`src/rtl/turn_scheduler.sv`:
```
// turn_scheduler
// Turn sequencer for the Generals game logic. Picks whose turn it is, runs
// the per-turn countdown, skips eliminated players, counts rounds and
// declares the winner once at most one player is left.
//
// Ports:
//   clock           game-logic clock
//   reset           asynchronous, active-high reset
//   start           level, sampled only while idle; begins a game
//   alive_mask      bit i-1 set = player i still owns a crown
//   move_done       one-cycle pulse, current player committed a move
//   current_player  player whose turn it is (0 when not playing)
//   next_player     player after current (0 outside a running turn)
//   step_time_left  seconds left in the current turn
//   round           round number, 1 for the first round, saturating
//   turn_start      one-cycle pulse on every new turn
//   turn_timeout    one-cycle pulse when a turn expires unplayed
//   round_end       one-cycle pulse when play wraps to a lower-or-equal index
//   game_over       level, set once at most one player is alive
//   winner          sole survivor latched at game end, 0 if none
//   state_dbg       current FSM state (IDLE=0, TURN=1, ADVANCE=2, OVER=3)
//
// Interaction with move_done: it is only looked at while a turn is running.
// A move in the same cycle as the final countdown wrap wins over the expiry,
// so no timeout pulse is produced for that turn.
module turn_scheduler #(
  parameter int MAX_PLAYER_CNT      = 7,
  parameter int LOG2_MAX_PLAYER_CNT = 3,
  parameter int MAX_STEP_TIME       = 15,
  parameter int LOG2_MAX_STEP_TIME  = 4,
  parameter int LOG2_MAX_ROUND      = 12,
  parameter int TICKS_PER_SEC       = 50_000_000
) (
  input  logic                           clock,
  input  logic                           reset,
  input  logic                           start,
  input  logic [MAX_PLAYER_CNT-1:0]      alive_mask,
  input  logic                           move_done,
  output logic [LOG2_MAX_PLAYER_CNT-1:0] current_player,
  output logic [LOG2_MAX_PLAYER_CNT-1:0] next_player,
  output logic [LOG2_MAX_STEP_TIME-1:0]  step_time_left,
  output logic [LOG2_MAX_ROUND-1:0]      round,
  output logic                           turn_start,
  output logic                           turn_timeout,
  output logic                           round_end,
  output logic                           game_over,
  output logic [LOG2_MAX_PLAYER_CNT-1:0] winner,
  output logic [1:0]                     state_dbg
);

  localparam int PW     = LOG2_MAX_PLAYER_CNT;
  localparam int SW     = LOG2_MAX_STEP_TIME;
  localparam int RW     = LOG2_MAX_ROUND;
  localparam int TICK_W = (TICKS_PER_SEC > 1) ? $clog2(TICKS_PER_SEC) : 1;

  localparam logic [TICK_W-1:0] TICK_LAST   = TICK_W'(TICKS_PER_SEC - 1);
  localparam logic [SW-1:0]     STEP_FULL   = SW'(MAX_STEP_TIME);
  localparam logic [SW-1:0]     STEP_ONE    = SW'(1);
  localparam logic [PW-1:0]     LAST_PLAYER = PW'(MAX_PLAYER_CNT);
  localparam logic [RW-1:0]     ROUND_FIRST = RW'(1);

  typedef enum logic [1:0] {
    IDLE    = 2'd0,
    TURN    = 2'd1,
    ADVANCE = 2'd2,
    OVER    = 2'd3
  } state_t;

  // First alive player after p, scanning 1..MAX_PLAYER_CNT cyclically with p
  // itself examined last. Called with p = MAX_PLAYER_CNT it returns the
  // lowest alive player. Returns 0 when nobody is alive.
  function automatic logic [PW-1:0] nxt(input logic [PW-1:0]             p,
                                        input logic [MAX_PLAYER_CNT-1:0] mask);
    logic [PW-1:0]             r;
    logic                      found;
    logic [MAX_PLAYER_CNT-1:0] mask_s;
    int                        idx;
    r     = '0;
    found = 1'b0;
    for (int k = 1; k <= MAX_PLAYER_CNT; k++) begin
      idx = int'(p) + k;
      if (idx > MAX_PLAYER_CNT) idx = idx - MAX_PLAYER_CNT;
      mask_s = mask >> (idx - 1);
      if (!found && mask_s[0]) begin
        r     = PW'(idx);
        found = 1'b1;
      end
    end
    return r;
  endfunction

  function automatic int popcount(input logic [MAX_PLAYER_CNT-1:0] mask);
    int c;
    c = 0;
    for (int i = 0; i < MAX_PLAYER_CNT; i++) begin
      if (mask[i]) c = c + 1;
    end
    return c;
  endfunction

  state_t              state_q, state_d;
  logic [PW-1:0]       cur_q, cur_d;
  logic [PW-1:0]       next_q, next_d;
  logic [SW-1:0]       step_q, step_d;
  logic [RW-1:0]       round_q, round_d;
  logic [TICK_W-1:0]   tick_q, tick_d;
  logic                turn_start_q, turn_start_d;
  logic                timeout_q, timeout_d;
  logic                round_end_q, round_end_d;
  logic                game_over_q, game_over_d;
  logic [PW-1:0]       winner_q, winner_d;

  int                  alive_cnt;
  logic                cur_alive;
  logic                wrap;
  logic [PW-1:0]       adv_player;

  always_comb begin
    state_d      = state_q;
    cur_d        = cur_q;
    step_d       = step_q;
    round_d      = round_q;
    tick_d       = tick_q;
    turn_start_d = 1'b0;
    timeout_d    = 1'b0;
    round_end_d  = 1'b0;
    game_over_d  = game_over_q;
    winner_d     = winner_q;
    next_d       = '0;

    alive_cnt  = popcount(alive_mask);
    adv_player = nxt(cur_q, alive_mask);
    wrap       = (tick_q == TICK_LAST);

    cur_alive = 1'b0;
    for (int i = 0; i < MAX_PLAYER_CNT; i++) begin
      if (cur_q == PW'(i + 1)) cur_alive = alive_mask[i];
    end

    case (state_q)
      IDLE: begin
        if (start) begin
          if (alive_cnt >= 2) begin
            state_d      = TURN;
            cur_d        = nxt(LAST_PLAYER, alive_mask);
            round_d      = ROUND_FIRST;
            step_d       = STEP_FULL;
            tick_d       = '0;
            turn_start_d = 1'b1;
          end else begin
            state_d     = OVER;
            game_over_d = 1'b1;
            winner_d    = nxt(LAST_PLAYER, alive_mask);
            cur_d       = '0;
          end
        end
      end

      TURN: begin
        // The countdown keeps running in the cycle that leaves TURN, so a
        // move landing on the last wrap still shows zero seconds left.
        if (wrap) begin
          tick_d = '0;
          step_d = step_q - 1'b1;
        end else begin
          tick_d = tick_q + 1'b1;
        end
        if (move_done || !cur_alive) begin
          state_d = ADVANCE;
        end else if (wrap && (step_q == STEP_ONE)) begin
          state_d   = ADVANCE;
          timeout_d = 1'b1;
        end
      end

      ADVANCE: begin
        if (alive_cnt <= 1) begin
          state_d     = OVER;
          game_over_d = 1'b1;
          winner_d    = nxt(LAST_PLAYER, alive_mask);
          cur_d       = '0;
        end else begin
          state_d      = TURN;
          cur_d        = adv_player;
          // Wrapping to a lower-or-equal index closes the round.
          if (adv_player <= cur_q) begin
            round_end_d = 1'b1;
            if (round_q != '1) round_d = round_q + 1'b1;
          end
          step_d       = STEP_FULL;
          tick_d       = '0;
          turn_start_d = 1'b1;
        end
      end

      default: begin
        // OVER: everything frozen until reset.
        cur_d = '0;
      end
    endcase

    if (state_d == TURN) next_d = nxt(cur_d, alive_mask);
  end

  always_ff @(posedge clock or posedge reset) begin
    if (reset) begin
      state_q      <= IDLE;
      cur_q        <= '0;
      next_q       <= '0;
      step_q       <= '0;
      round_q      <= '0;
      tick_q       <= '0;
      turn_start_q <= 1'b0;
      timeout_q    <= 1'b0;
      round_end_q  <= 1'b0;
      game_over_q  <= 1'b0;
      winner_q     <= '0;
    end else begin
      state_q      <= state_d;
      cur_q        <= cur_d;
      next_q       <= next_d;
      step_q       <= step_d;
      round_q      <= round_d;
      tick_q       <= tick_d;
      turn_start_q <= turn_start_d;
      timeout_q    <= timeout_d;
      round_end_q  <= round_end_d;
      game_over_q  <= game_over_d;
      winner_q     <= winner_d;
    end
  end

  assign current_player = cur_q;
  assign next_player    = next_q;
  assign step_time_left = step_q;
  assign round          = round_q;
  assign turn_start     = turn_start_q;
  assign turn_timeout   = timeout_q;
  assign round_end      = round_end_q;
  assign game_over      = game_over_q;
  assign winner         = winner_q;
  assign state_dbg      = state_q;

endmodule

```
`config.mk`:
```
export PLATFORM = sky130hd
export DESIGN_NAME = turn_scheduler
export DESIGN_NICKNAME = d
export VERILOG_FILES = /design/src/rtl/turn_scheduler.sv
export SDC_FILE = /design/constraint.sdc
export NUM_CORES = 1
export LEC_CHECK = 0
export ABC_AREA = 0
export CORE_MARGIN = 2
export CORE_UTILIZATION = 55
export DETAILED_ROUTE_END_ITERATION = 6
export PLACE_DENSITY = 0.83
export SKIP_LAST_GASP = 1
export SYNTH_ARGS = -nofsm -noshare
export SYNTH_HDL_FRONTEND = slang
export SYNTH_SLANG_ARGS = --single-unit
```
`constraint.sdc`:
```
create_clock -name clock -period 12 [get_ports clock]
set_clock_uncertainty 0.2 [all_clocks]
set_input_delay 1.2 -clock clock [delete_from_list [all_inputs] [get_ports clock]]
set_output_delay 1.2 -clock clock [all_outputs]
set_load 0.02 [all_outputs]
```
==> impl_metrics.yaml <==
global_routing:
  antenna_found_initial: 0
  grt_use_total: 0.284
  grt_max_degree: 58
  grt_pass1_vias: 9860
  grt_pass1_wl_um: 47800
  grt_remaining_overflow: 0
placement:
  hpwlAfterDp_um: 21900
  port_buffers: 41
  place_congestion: 1.02
clock_network:
  numCtsBuffers: 9
  cts_tree: "built"
  htree_levels: 3
  cts-root-buf: "clkbuf_16"
  cts_sinks: 57
  clock_latency_ps: 330
  clockBufferDepth: 2
  clk_pin_slew_ps: 50
critical_path:
  path_common_cell: "ha_1"
  timing.rr.start: "current_player[2]"
  crit_required_ps: 12050
  crit_fanout: 13
  start_kind: "input port"
  crit_arrival_ps: 11340
  setup.worst_path.start: "alive_mask[0]"
  end_kind: "register"
  cp_slowest_stage_delay_ps: 540
  path_class: "in2reg"
  crit_slowest_cell: "clkdlybuf4s50_1"
drt:
  firstDrtPassIters: 5
  drtAntennaViolNets: 0
  drt_wl_total_um: 29200
  drt_iter0_drc: 1169
  routedWlPerCell_um: 18.7
  num_vias: 10600
  remaining_drc_errors: 0
  routed_via_density: 6.76
yosys:
  syn_area_mm2: 0.0105
  synth.avg_cell_area_um2: 8.05
  ys_seq_elements: 57
  synth_top_flop_cell: "dfrtp_1"
  synth-seq-area-share: 0.135
  yosysUniqueCellTypes: 120
  ys.warnings.count: 0
  postSynthCellCount: 1311
  synthArstFlopShare: 1.00
  synth_edf_count: 0
floorplan:
  rows: 50
  die_h_um: 142
  core_mm2: 0.0188
  die_w_um: 142
  initial_core_util: 0.562
  io_pins: 42
  die_area_mm2: 0.0203
final_layout:
  insertedDiodeCount: 0
  drive_gt1_frac: 0.0880
  fill_cells: 1591
  syn_to_final_growth_pct: 8.30
  nNetsFinal: 1492
timing:
  rsz0062_at_grt: "no"
  fmaxAchievable_mhz: 88.6
  period_needed_ps: 11290
  finalHoldViolCount: 0
  final_max_slew_viol_count: 0
  post-route-period-util: 0.941
  maxSlewHeadroom: 0.243
  worst_slew_pin_slew_ps: 1130
  finalSetupViolations: 0
  finalSetupTns_ps: 0
min_path:
  hold_path.class: "reg2reg"
  min_from: "game_over"
job:
  maxCapViolCount: 0
status:
  status: "complete, no violations"
## routing by layer
| layer | GRT usage | routed length, um |
|---|---|---|
| met1 | 0.375 | 12500 |
| met2 | 0.473 | 13500 |
| met3 | 0.0357 | 2120 |
| met4 | 0.113 | 1060 |
| met5 | 0 | 0 |
## flip-flops by register name, summed over array words and instances, names as in the netlist
register / cells
tick_q: 26
round: 12
step_time_left: 4
current_player: 3
next_player: 3
winner: 3
state_dbg: 2
game_over: 1
round_end: 1
turn_start: 1
turn_timeout: 1
## worst max-delay path, delay by kind of cell
family / cells / cell delay (ps)
compound gates: 16 / 3190
fa+ha+maj: 8 / 2510
buf+inv: 6 / 1430
simple gates: 11 / 2810
xor+xnor: 1 / 190
## kinds of logic (layout without fill, tap and decap cells)
family,Yosys count,in the layout,share of synthesized area
AOI/OAI and AO/OA,333,333,0.231
xor gates and xnor gates,62,62,0.0595
adders and majority gates,155,155,0.185
buffers and inverters,124,137,0.0516
DFF,57,57,0.135
muxes,50,50,0.0623
other,1,7,0.000355
and+or+nand+nor,529,529,0.275
## synth_stat cells (all sizes together), types with 10 or more instances
cell    number  share of area
ha         153           0.18
nand2      132          0.047
nor2        95          0.035
o21ai       72          0.035
a21oi       66          0.032
nand3       60          0.028
dfrtp       57           0.14
inv         54          0.019
buf         33          0.019
clkbuf      33          0.012
nand4       33          0.020
xor2        33          0.028
nor3        30          0.015
mux2i       28          0.028
nand2b      28          0.017
xnor2       25          0.023
nor4        18          0.014
a211oi      17          0.013
or3         17          0.011
and3        16         0.0095
o211ai      16          0.012
a31oi       15         0.0089
nor4b       14          0.012
mux2        13          0.014
nor2b       12         0.0071
o21a        12         0.0085
nand4b      11         0.0091
o221ai      10          0.010
## worst paths after layout
check,to,slack [ps],cells past startpoint
min in group asynchronous,tick_q[15],1190,3
hold reg to reg,game_over,270,1
max in group asynchronous,next_player[1],9920,3
setup / recovery,next_player[2],710,42
setup reg to reg,next_player[2],1220,36
hold / removal,game_over,270,1
## cell type report
class	count	area, um^2	area share
clock buffer	10	239	0.0209
clock inverter	5	56.3	0.00493
inverter	58	218	0.0191
multi-input combinational	1136	8610	0.754
sequential	57	1430	0.125
tap	234	293	0.0256
timing repair buffer	64	583	0.0510
## placed cells by master, fill, tap and decap left out, types with 8 or more instances in the layout
| cell | count |
|---|---|
| a22oi_1 | 8 |
| nand3b_1 | 8 |
| nor2_1 | 93 |
| clkbuf_16 | 9 |
| nor2b_1 | 12 |
| dfrtp_1 | 57 |
| and4b_1 | 8 |
| nor3_1 | 29 |
| o221ai_1 | 9 |
| nand2_1 | 132 |
| nand4_1 | 33 |
| ha_1 | 152 |
| nand2b_1 | 27 |
| inv_1 | 48 |
| a21o_1 | 9 |
| mux4_2 | 8 |
| a31oi_1 | 15 |
| nor4_1 | 14 |
| or3_1 | 15 |
| nand4b_1 | 11 |
| buf_4 | 23 |
| mux2i_1 | 25 |
| clkdlybuf4s50_1 | 41 |
| a21oi_1 | 63 |
| o211ai_1 | 15 |
| o31a_1 | 9 |
| xnor2_1 | 22 |
| o21a_1 | 12 |
| o21ai_0 | 65 |
| and3_1 | 16 |
| nand3_1 | 60 |
| a211oi_1 | 16 |
| xor2_1 | 32 |
| nor4b_1 | 13 |
| mux2_2 | 12 |
## stage by stage
step           std cells  hold WS (ps)  area (um^2)  worst slack, ps  utilization
3_5_place_dp        1547           253        11100              234        0.592
6_report            1564           266        11400              707        0.609
5_1_grt             1564           297        11400             66.3        0.609
4_1_cts             1562           268        11400              561        0.607
3_3_place_gp        1547           250        11100              553        0.592
2_1_floorplan       1317           260        10600             1120            -
## timing repair
| item | in CTS | in global routing |
|---|---|---|
| buffers inserted | 0 | 2 |
| resized for setup | 0 | 2 |
| hold buffers | 0 | 0 |
| setup endpoints to repair | 0 | 3 |
| hold endpoints to repair | 0 | 0 |
Power is left out: the tool's default activity adds up to more than one toggle a clock period on the data nets, which glitch-free logic cannot reach.
